[src/rtl/sifh_peak_reader.sv]
// sifh_peak_reader: scans every histogram bin through SRAM port b and reports the peak bin of each pixel
module sifh_peak_reader #(
  parameter int BIN_NUM   = 16,
  parameter int PIXEL_NUM = 4,
  parameter int NB        = 4,
  parameter int PIX_W     = 2,
  parameter int RAM_ADDR  = 6,
  parameter int CNT_W     = 10
) (
  input  logic                clk,
  input  logic                res,
  input  logic                start,
  input  logic [CNT_W-1:0]    counts,
  output logic [RAM_ADDR-1:0] raddr,
  output logic                rEnable,
  output logic                readFlag,
  output logic                peak_valid,
  input  logic                peak_ready,
  output logic [PIX_W-1:0]    peak_pixel,
  output logic [NB-1:0]       peak_bin,
  output logic [CNT_W-1:0]    peak_count,
  output logic                busy,
  output logic                findPeakFinish
);
  typedef enum logic [2:0] {IDLE, READ, DRAIN, EMIT, DONE} state_t;
  state_t state_q, state_d;
  logic [RAM_ADDR-1:0] raddr_q, raddr_d;
  logic [CNT_W-1:0] max_q, max_d, max_n, peak_count_q, peak_count_d;
  logic [NB-1:0] mbin_q, mbin_d, mbin_n, peak_bin_q, peak_bin_d, bin, dbin;
  logic [PIX_W-1:0] pix, peak_pixel_q, peak_pixel_d;
  logic read_flag_q, read_flag_d, ren_q, ren_d, peak_valid_q, peak_valid_d;
  logic busy_q, busy_d, fin_q, fin_d, cmp, upd;
  // the address register doubles as the pixel/bin scan counter
  assign bin = raddr_q[NB-1:0];
  assign pix = raddr_q[RAM_ADDR-1:NB];
  assign raddr = raddr_q;
  assign rEnable = ren_q;
  assign readFlag = read_flag_q;
  assign peak_valid = peak_valid_q;
  assign peak_pixel = peak_pixel_q;
  assign peak_bin = peak_bin_q;
  assign peak_count = peak_count_q;
  assign busy = busy_q;
  assign findPeakFinish = fin_q;
  // read data lags the address by one cycle, so compare the bin issued in the previous cycle
  always_comb begin
    cmp = (state_q == READ && bin != '0) || state_q == DRAIN;
    dbin = state_q == DRAIN ? bin : bin - 1'b1;
    upd = cmp && counts > max_q;
    max_n = upd ? counts : max_q;
    mbin_n = upd ? dbin : mbin_q;
    state_d = state_q;
    raddr_d = raddr_q;
    max_d = max_n;
    mbin_d = mbin_n;
    peak_pixel_d = peak_pixel_q;
    peak_bin_d = peak_bin_q;
    peak_count_d = peak_count_q;
    case (state_q)
      IDLE: if (start) begin
        state_d = READ;
        raddr_d = '0;
        max_d = '0;
        mbin_d = '0;
      end
      READ: if (bin == NB'(BIN_NUM - 1)) state_d = DRAIN;
            else raddr_d = raddr_q + 1'b1;
      DRAIN: begin
        state_d = EMIT;
        peak_pixel_d = pix;
        peak_bin_d = mbin_n;
        peak_count_d = max_n;
      end
      EMIT: if (peak_ready) begin
        if (pix == PIX_W'(PIXEL_NUM - 1)) state_d = DONE;
        else begin
          state_d = READ;
          raddr_d = raddr_q + 1'b1;
          max_d = '0;
          mbin_d = '0;
        end
      end
      DONE: state_d = IDLE;
      default: state_d = IDLE;
    endcase
    read_flag_d = state_d == READ;
    ren_d = state_d != READ;
    peak_valid_d = state_d == EMIT;
    busy_d = state_d != IDLE;
    fin_d = state_d == DONE;
  end
  // state and registered outputs; reset aborts any scan in progress
  always_ff @(posedge clk or negedge res)
    if (!res) begin
      state_q <= IDLE;
      raddr_q <= '0;
      max_q <= '0;
      mbin_q <= '0;
      peak_pixel_q <= '0;
      peak_bin_q <= '0;
      peak_count_q <= '0;
      read_flag_q <= 1'b0;
      ren_q <= 1'b1;
      peak_valid_q <= 1'b0;
      busy_q <= 1'b0;
      fin_q <= 1'b0;
    end else begin
      state_q <= state_d;
      raddr_q <= raddr_d;
      max_q <= max_d;
      mbin_q <= mbin_d;
      peak_pixel_q <= peak_pixel_d;
      peak_bin_q <= peak_bin_d;
      peak_count_q <= peak_count_d;
      read_flag_q <= read_flag_d;
      ren_q <= ren_d;
      peak_valid_q <= peak_valid_d;
      busy_q <= busy_d;
      fin_q <= fin_d;
    end
endmodule

[config.mk]
export PLATFORM = sky130hd
export DESIGN_NAME = sifh_peak_reader
export DESIGN_NICKNAME = d
export VERILOG_FILES = /design/src/rtl/sifh_peak_reader.sv
export SDC_FILE = /design/constraint.sdc
export NUM_CORES = 1
export LEC_CHECK = 0
export CAP_MARGIN = 20
export CORE_MARGIN = 1.5
export CORE_UTILIZATION = 50
export CTS_BUF_LIST = sky130_fd_sc_hd__clkbuf_16
export CTS_CLUSTER_DIAMETER = 40
export DETAILED_ROUTE_END_ITERATION = 6
export DONT_BUFFER_PORTS = 1
export PLACE_DENSITY_LB_ADDON = 0.05
export SLEW_MARGIN = 15
export SYNTH_ARGS = -nofsm -noshare
export SYNTH_HDL_FRONTEND = slang
export SYNTH_SLANG_ARGS = --single-unit
[constraint.sdc]
create_clock -name clk -period 2.85 [get_ports clk]
set_input_delay 0.855 -clock clk [delete_from_list [all_inputs] [get_ports clk]]
set_output_delay 0.855 -clock clk [all_outputs]
set_load 0.01 [all_outputs]
==> flow_metrics.env, run 1 <==
export IMPL_cp_start_kind="input pin"
export IMPL_syn_num_nets=251
export IMPL_async_reset_ff_frac=1.00
export IMPL_avgViaCountPerCell=5.75
export IMPL_rsz0062_at_grt="false"
export IMPL_ant_nets=0
export IMPL_cts_htree_levels=2
export IMPL_cts_setup_buffers=0
export IMPL_clkLatencyLatePin_ps=290
export IMPL_path_clk_slew_ps=60
export IMPL_place_congestion=0.766
export IMPL_grt_antenna_before_repair=0
export IMPL_top_level_ports=41
export IMPL_cts_max_path_buffers=2
export IMPL_hold_class="input pin to asynchronous set/reset pin"
export IMPL_route_detailed_drc=0
export IMPL_drt_iter0_drc=72
export IMPL_finalSetupViolCount=0
export IMPL_seq_area_um2=1100
export IMPL_wl_mm=4.75
export IMPL_critPathBufInv=0
export IMPL_postSynthAreaPerCell_um2=10.3
export IMPL_dr_pass1_iters=4
export IMPL_max_slew_margin=0.602
export IMPL_synth_edf_count=0
export IMPL_grt_max_degree=45
export IMPL_wl_per_cell_um=17.0
export IMPL_r2r_end="peak_count[5]"
export IMPL_worst_pin_slew_ps=597
export IMPL_p_per_area_nw_per_um2=1110
export IMPL_period_needed_ps=2540
export IMPL_synthCells=225
export IMPL_hold_viol=0
export IMPL_crit_path_end="peak_count[5]"
export IMPL_grt_pass1_vias=1535
export IMPL_final_common_cell="dfrtp_1"
export IMPL_most_common_layout_cells="43 x dfrtp_1, 29 x nand2_1, 24 x inv_1"
export IMPL_io_buffer_count=0
export IMPL_critPathKind="input pin to flip-flop"
export IMPL_cts_tree="done"
export IMPL_ctsHoldBuffers=0
export IMPL_worstPathMaxFanout=14
export IMPL_cts_root_buf="clkbuf_16"
export IMPL_core_area_um2=4410
export IMPL_cp_end_kind="flip-flop"
export IMPL_cp_arrival_ps=2760
export IMPL_cap_violations=0
export IMPL_track_usage=0.204
export IMPL_finalSetupTns_ps=0
export IMPL_startpoint="counts[5]"
export IMPL_cts_resized_gates=0
export IMPL_synth_area_um2=2310
export IMPL_vdd_drop_max_mv=0.498
export IMPL_p_leak_nw=1.27
export IMPL_cts_buffers=5
export IMPL_finalMaxSlewViolations=0
export IMPL_multi_input_area_um2=1050
export IMPL_critical_path_top_delay_family="compound AO/OA/AOI/OAI gates"
export IMPL_status="finished, final reports clean"
export IMPL_area_growth_synth_to_final_pct=8.28
export IMPL_r2r_start="max_q[5]"
export IMPL_synth_seq_cells=44
export IMPL_cp_slowest_cell="o21a_1"
export IMPL_clock_sinks=44
export IMPL_yosys_warnings=0
export IMPL_max_stage_delay_ps=580
export IMPL_grt_overflow=0
export IMPL_synth_ff_type="dfrtp_1"
export IMPL_num_vias=1603
export IMPL_die_x_um=71.0
export IMPL_die_area_um2=5040
export IMPL_skew_ps=9.33
export IMPL_yosys_top_cells_area="dfrtp_1 47%, ha_1 6.5%, a221o_1 6.1%"
export IMPL_ys_seq_area_frac=0.477
export IMPL_max_freq_mhz=393
export IMPL_final_nets=252
export IMPL_die_y_um=71.0
export IMPL_nFillCells=407
export IMPL_row_count=24
export IMPL_cp_num_cells=6
export IMPL_diodes=0
export IMPL_dpl_hpwl_mm=3.25
export IMPL_drive_above_1_share=0.0837
export IMPL_r2r_cells=7
export IMPL_finalCritPeriodShare=0.892
export IMPL_rrSetupSlack_ps=460
export IMPL_yosys_area_top_type="dfrtp_1"
export IMPL_yosys_area_top_type_share=0.465
export IMPL_worst_ep_required_time_ps=3070
export IMPL_initial_core_util=0.524
export IMPL_grt_pass1_wl_mm=7.86
export IMPL_synthDistinctLibCells=40
export IMPL_post_route_util=0.567
export IMPL_crit_chain="ha_1 -> a21oi_1 -> o21ai_0 -> a2111oi_2 -> o21a_1 -> a221o_1"
cell type report:
type | count | area share
Multi-Input combinational cell | 146 | 0.418
Clock buffer | 5 | 0.0500
Tap cell | 52 | 0.0260
Sequential cell | 44 | 0.440
Inverter | 24 | 0.0360
Clock inverter | 3 | 0.0150
Timing Repair Buffer | 5 | 0.0150
kinds of logic (layout without fill, tap and decap cells):
kind of cell	count (synthesis)	after routing	synth area share
muxes	15	15	0.0655
DFF	44	44	0.477
AOI/OAI and AO/OA	30	30	0.109
buffers and inverters	35	37	0.0709
xor gates and xnor gates	7	7	0.0265
adders and majority gates	12	12	0.0649
and+or+nand+nor	82	82	0.187
flip-flops by register name, indices dropped and copies added (netlist names):
| register | count |
|---|---|
| busy | 1 |
| findPeakFinish | 1 |
| max_q | 10 |
| mbin_q | 4 |
| peak_bin | 4 |
| peak_count | 10 |
| peak_pixel | 2 |
| peak_valid | 1 |
| rEnable | 1 |
| raddr | 6 |
| readFlag | 1 |
| state_q | 3 |
power breakdown:
group | total [mW] | internal (mW) | switching (mW)
clock network | 0.634 | 0.407 | 0.227
logic | 0.982 | 0.484 | 0.499
registers | 1.16 | 0.868 | 0.296
total | 2.78 | 1.76 | 1.02
routing by layer:
layer	up-vias	wire length [µm]	track usage	share of wire
met5	-	0	0	0
met4	0	69	0.0692	0.015
met3	6	241	0.0670	0.051
met2	35	2150	0.308	0.45
met1	789	2290	0.277	0.48
li1	773	-	-	-
per-stage QoR:
stage / hold WS (ps) / area, µm² / std cells / worst slack [ps] / power (mW)
5_1_grt: 242 / 2500 / 279 / 224 / 2.99
3_5_place_dp: 497 / 2340 / 271 / 11.1 / 2.16
2_1_floorplan: 480 / 2310 / 225 / 238 / 1.99
3_3_place_gp: 486 / 2340 / 271 / 121 / 2.12
4_1_cts: 251 / 2500 / 279 / 292 / 2.81
6_report: 258 / 2500 / 279 / 307 / 2.78
worst min-delay path by stage:
stage	slack, ps	depth (start not counted)	to
2_1_floorplan	480	1	peak_bin[0]
6_report	260	0	raddr[5]
3_5_place_dp	500	1	peak_bin[0]
3_3_place_gp	490	1	peak_bin[3]
4_1_cts	250	0	readFlag
5_1_grt	240	0	raddr[4]
worst register-to-register path, cell delays in order, from the launching register on:
cell	delay [ps]
dfrtp_1	370
inv_1	60
ha_1	310
a21oi_1	150
o21ai_0	130
a2111oi_2	470
o21a_1	580
a221o_1	270
synth_stat cells, types with 2 or more instances:
cell / instances
and2_1: 15
nand4_1: 3
nand2_1: 29
and4_1: 2
nand3_1: 5
a221o_1: 14
inv_1: 24
o21ai_0: 6
ha_1: 12
xnor2_1: 6
dfrtp_1: 43
clkbuf_1: 3
nor3b_1: 3
or2_2: 2
mux2i_1: 14
buf_2: 4
a21oi_1: 3
nor2_1: 10
nor3_1: 6
No activity file was read; power rests on OpenSTA's default activity.
==> inputs of run 2 (changes only) <==
CORE_ASPECT_RATIO = 2   (was default)
==> run 2 against run 1 <==
Largest cell class unchanged. Combinational power rose by 7%. Critical endpoint is now max_q[4]. Die area rose by 0.48%. Register-to-register slack improved by 150 ps. Power rose by 1.9%. Clock skew fell by 2.9 ps. Flip-flop and latch count did not move. First-iteration DRC count fell by 69%. Sequential power barely moved. Utilization rose by 1.1 points. Design area rose by 1.2%. Routed wire length rose by 5.9%.
==> flow_metrics.env, run 2 (synthesis results as in run 1) <==
export IMPL_r2r_cells=8
export IMPL_max_freq_mhz=421
export IMPL_grt_overflow=0
export IMPL_core_area_um2=4380
export IMPL_num_vias=1646
export IMPL_finalMaxSlewViolations=0
export IMPL_final_common_cell="dfrtp_1"
export IMPL_final_nets=255
export IMPL_drive_above_1_share=0.104
export IMPL_ant_nets=0
export IMPL_cts_buffers=5
export IMPL_diodes=0
export IMPL_drt_iter0_drc=22
export IMPL_row_count=34
export IMPL_top_level_ports=41
export IMPL_clkLatencyLatePin_ps=290
export IMPL_p_per_area_nw_per_um2=1120
export IMPL_cp_start_kind="input pin"
export IMPL_cp_end_kind="flip-flop"
export IMPL_track_usage=0.225
export IMPL_die_y_um=99.2
export IMPL_r2r_end="max_q[4]"
export IMPL_worst_pin_slew_ps=497
export IMPL_multi_input_area_um2=1050
export IMPL_cap_violations=0
export IMPL_p_leak_nw=1.28
export IMPL_dp_cells=276
export IMPL_fin_cells=284
export IMPL_worstPathMaxFanout=6
export IMPL_wl_per_cell_um=17.7
export IMPL_vdd_drop_max_mv=0.581
export IMPL_dpl_hpwl_mm=3.58
export IMPL_route_detailed_drc=0
export IMPL_die_x_um=51.1
export IMPL_use_met3=0.0450
export IMPL_postLayoutCellArea_um2=2530
export IMPL_cts_tree="done"
export IMPL_critPathKind="input pin to flip-flop"
export IMPL_cts_resized_gates=0
export IMPL_worst_ep_required_time_ps=3050
export IMPL_cts_setup_buffers=0
export IMPL_finalSetupViolCount=0
export IMPL_busiest_layer="met2"
export IMPL_grt_pass1_vias=1817
export IMPL_period_needed_ps=2380
export IMPL_finalCritPeriodShare=0.834
export IMPL_clock_sinks=44
export IMPL_cts_max_path_buffers=2
export IMPL_cts_htree_levels=2
export IMPL_hold_class="input pin to asynchronous set/reset pin"
export IMPL_path_clk_slew_ps=70
export IMPL_most_common_layout_cells="43 x dfrtp_1, 29 x nand2_1, 24 x inv_1"
export IMPL_area_growth_synth_to_final_pct=9.58
export IMPL_hold_viol=0
export IMPL_nFillCells=387
export IMPL_cp_arrival_ps=2580
export IMPL_dr_pass1_iters=4
export IMPL_wl_mm=5.03
export IMPL_fin_hold_ws_ps=256
export IMPL_seq_area_um2=1100
export IMPL_met1_usage=0.234
export IMPL_grt_util_met2=0.410
export IMPL_ctsHoldBuffers=0
export IMPL_r2r_start="max_q[5]"
export IMPL_place_congestion=0.789
export IMPL_grt_antenna_before_repair=0
export IMPL_skew_ps=6.40
export IMPL_rrSetupSlack_ps=610
export IMPL_finalSetupTns_ps=0
export IMPL_cts_root_buf="clkbuf_16"
export IMPL_grt_pass1_wl_mm=8.54
export IMPL_initial_core_util=0.528
export IMPL_pre_cts_slack_ps=175
export IMPL_io_buffer_count=0
export IMPL_placed_cell_area_um2=2370
export IMPL_avgViaCountPerCell=5.80
export IMPL_grt_max_degree=45
export IMPL_die_area_um2=5070
export IMPL_max_slew_margin=0.669
export IMPL_setup_ws_ps=472
export IMPL_rsz0062_at_grt="false"
export IMPL_status="finished, final reports clean"
[run 2: metal layers]
metal,wire length [µm],vias to the layer above,part of all wire
met1,1890,819,0.38
met4,116,0,0.023
met2,2820,35,0.56
met3,208,10,0.041
met5,0,-,0
li1,-,782,-
[run 2: worst max-delay path: stages]
cell	delay, ps
ha_1	300
nand4_1	150
a211oi_2	240
a2111oi_2	90
or4_1	540
buf_4	200
mux2i_1	200
[run 2: layout make-up]
type                       count  share of cell area
clock inverter                 3              0.0168
inverter                      24              0.0356
sequential                    44               0.435
clock buffer                   5              0.0494
tap                           54              0.0267
timing repair buffer           8              0.0237
multi-input combinational    146               0.413
[run 2: where the power goes]
group | internal [mW] | switching, mW
Combinational | 0.503 | 0.547
Clock | 0.412 | 0.242
Sequential | 0.868 | 0.259
[run 2: metrics by stage]
| stage | power [mW] | utilization |
|---|---|---|
| after floorplan | 1.99 | - |
| after global placement | 2.15 | 0.540 |
| after detailed placement | 2.20 | 0.540 |
| after CTS | 2.87 | 0.578 |
| after global routing | 3.05 | 0.578 |
| final | 2.83 | 0.578 |
[run 2: worst max path at each step]
stage	startpoint	endpoint	slack (ps)	depth (start not counted)
after global routing	counts[5]	peak_bin[2]	360	7
after global placement	counts[3]	peak_count[3]	200	7
final	counts[5]	max_q[4]	470	7
after floorplan	counts[5]	mbin_q[2]	240	8
after CTS	counts[5]	peak_bin[0]	490	7
after detailed placement	counts[3]	peak_bin[0]	170	7
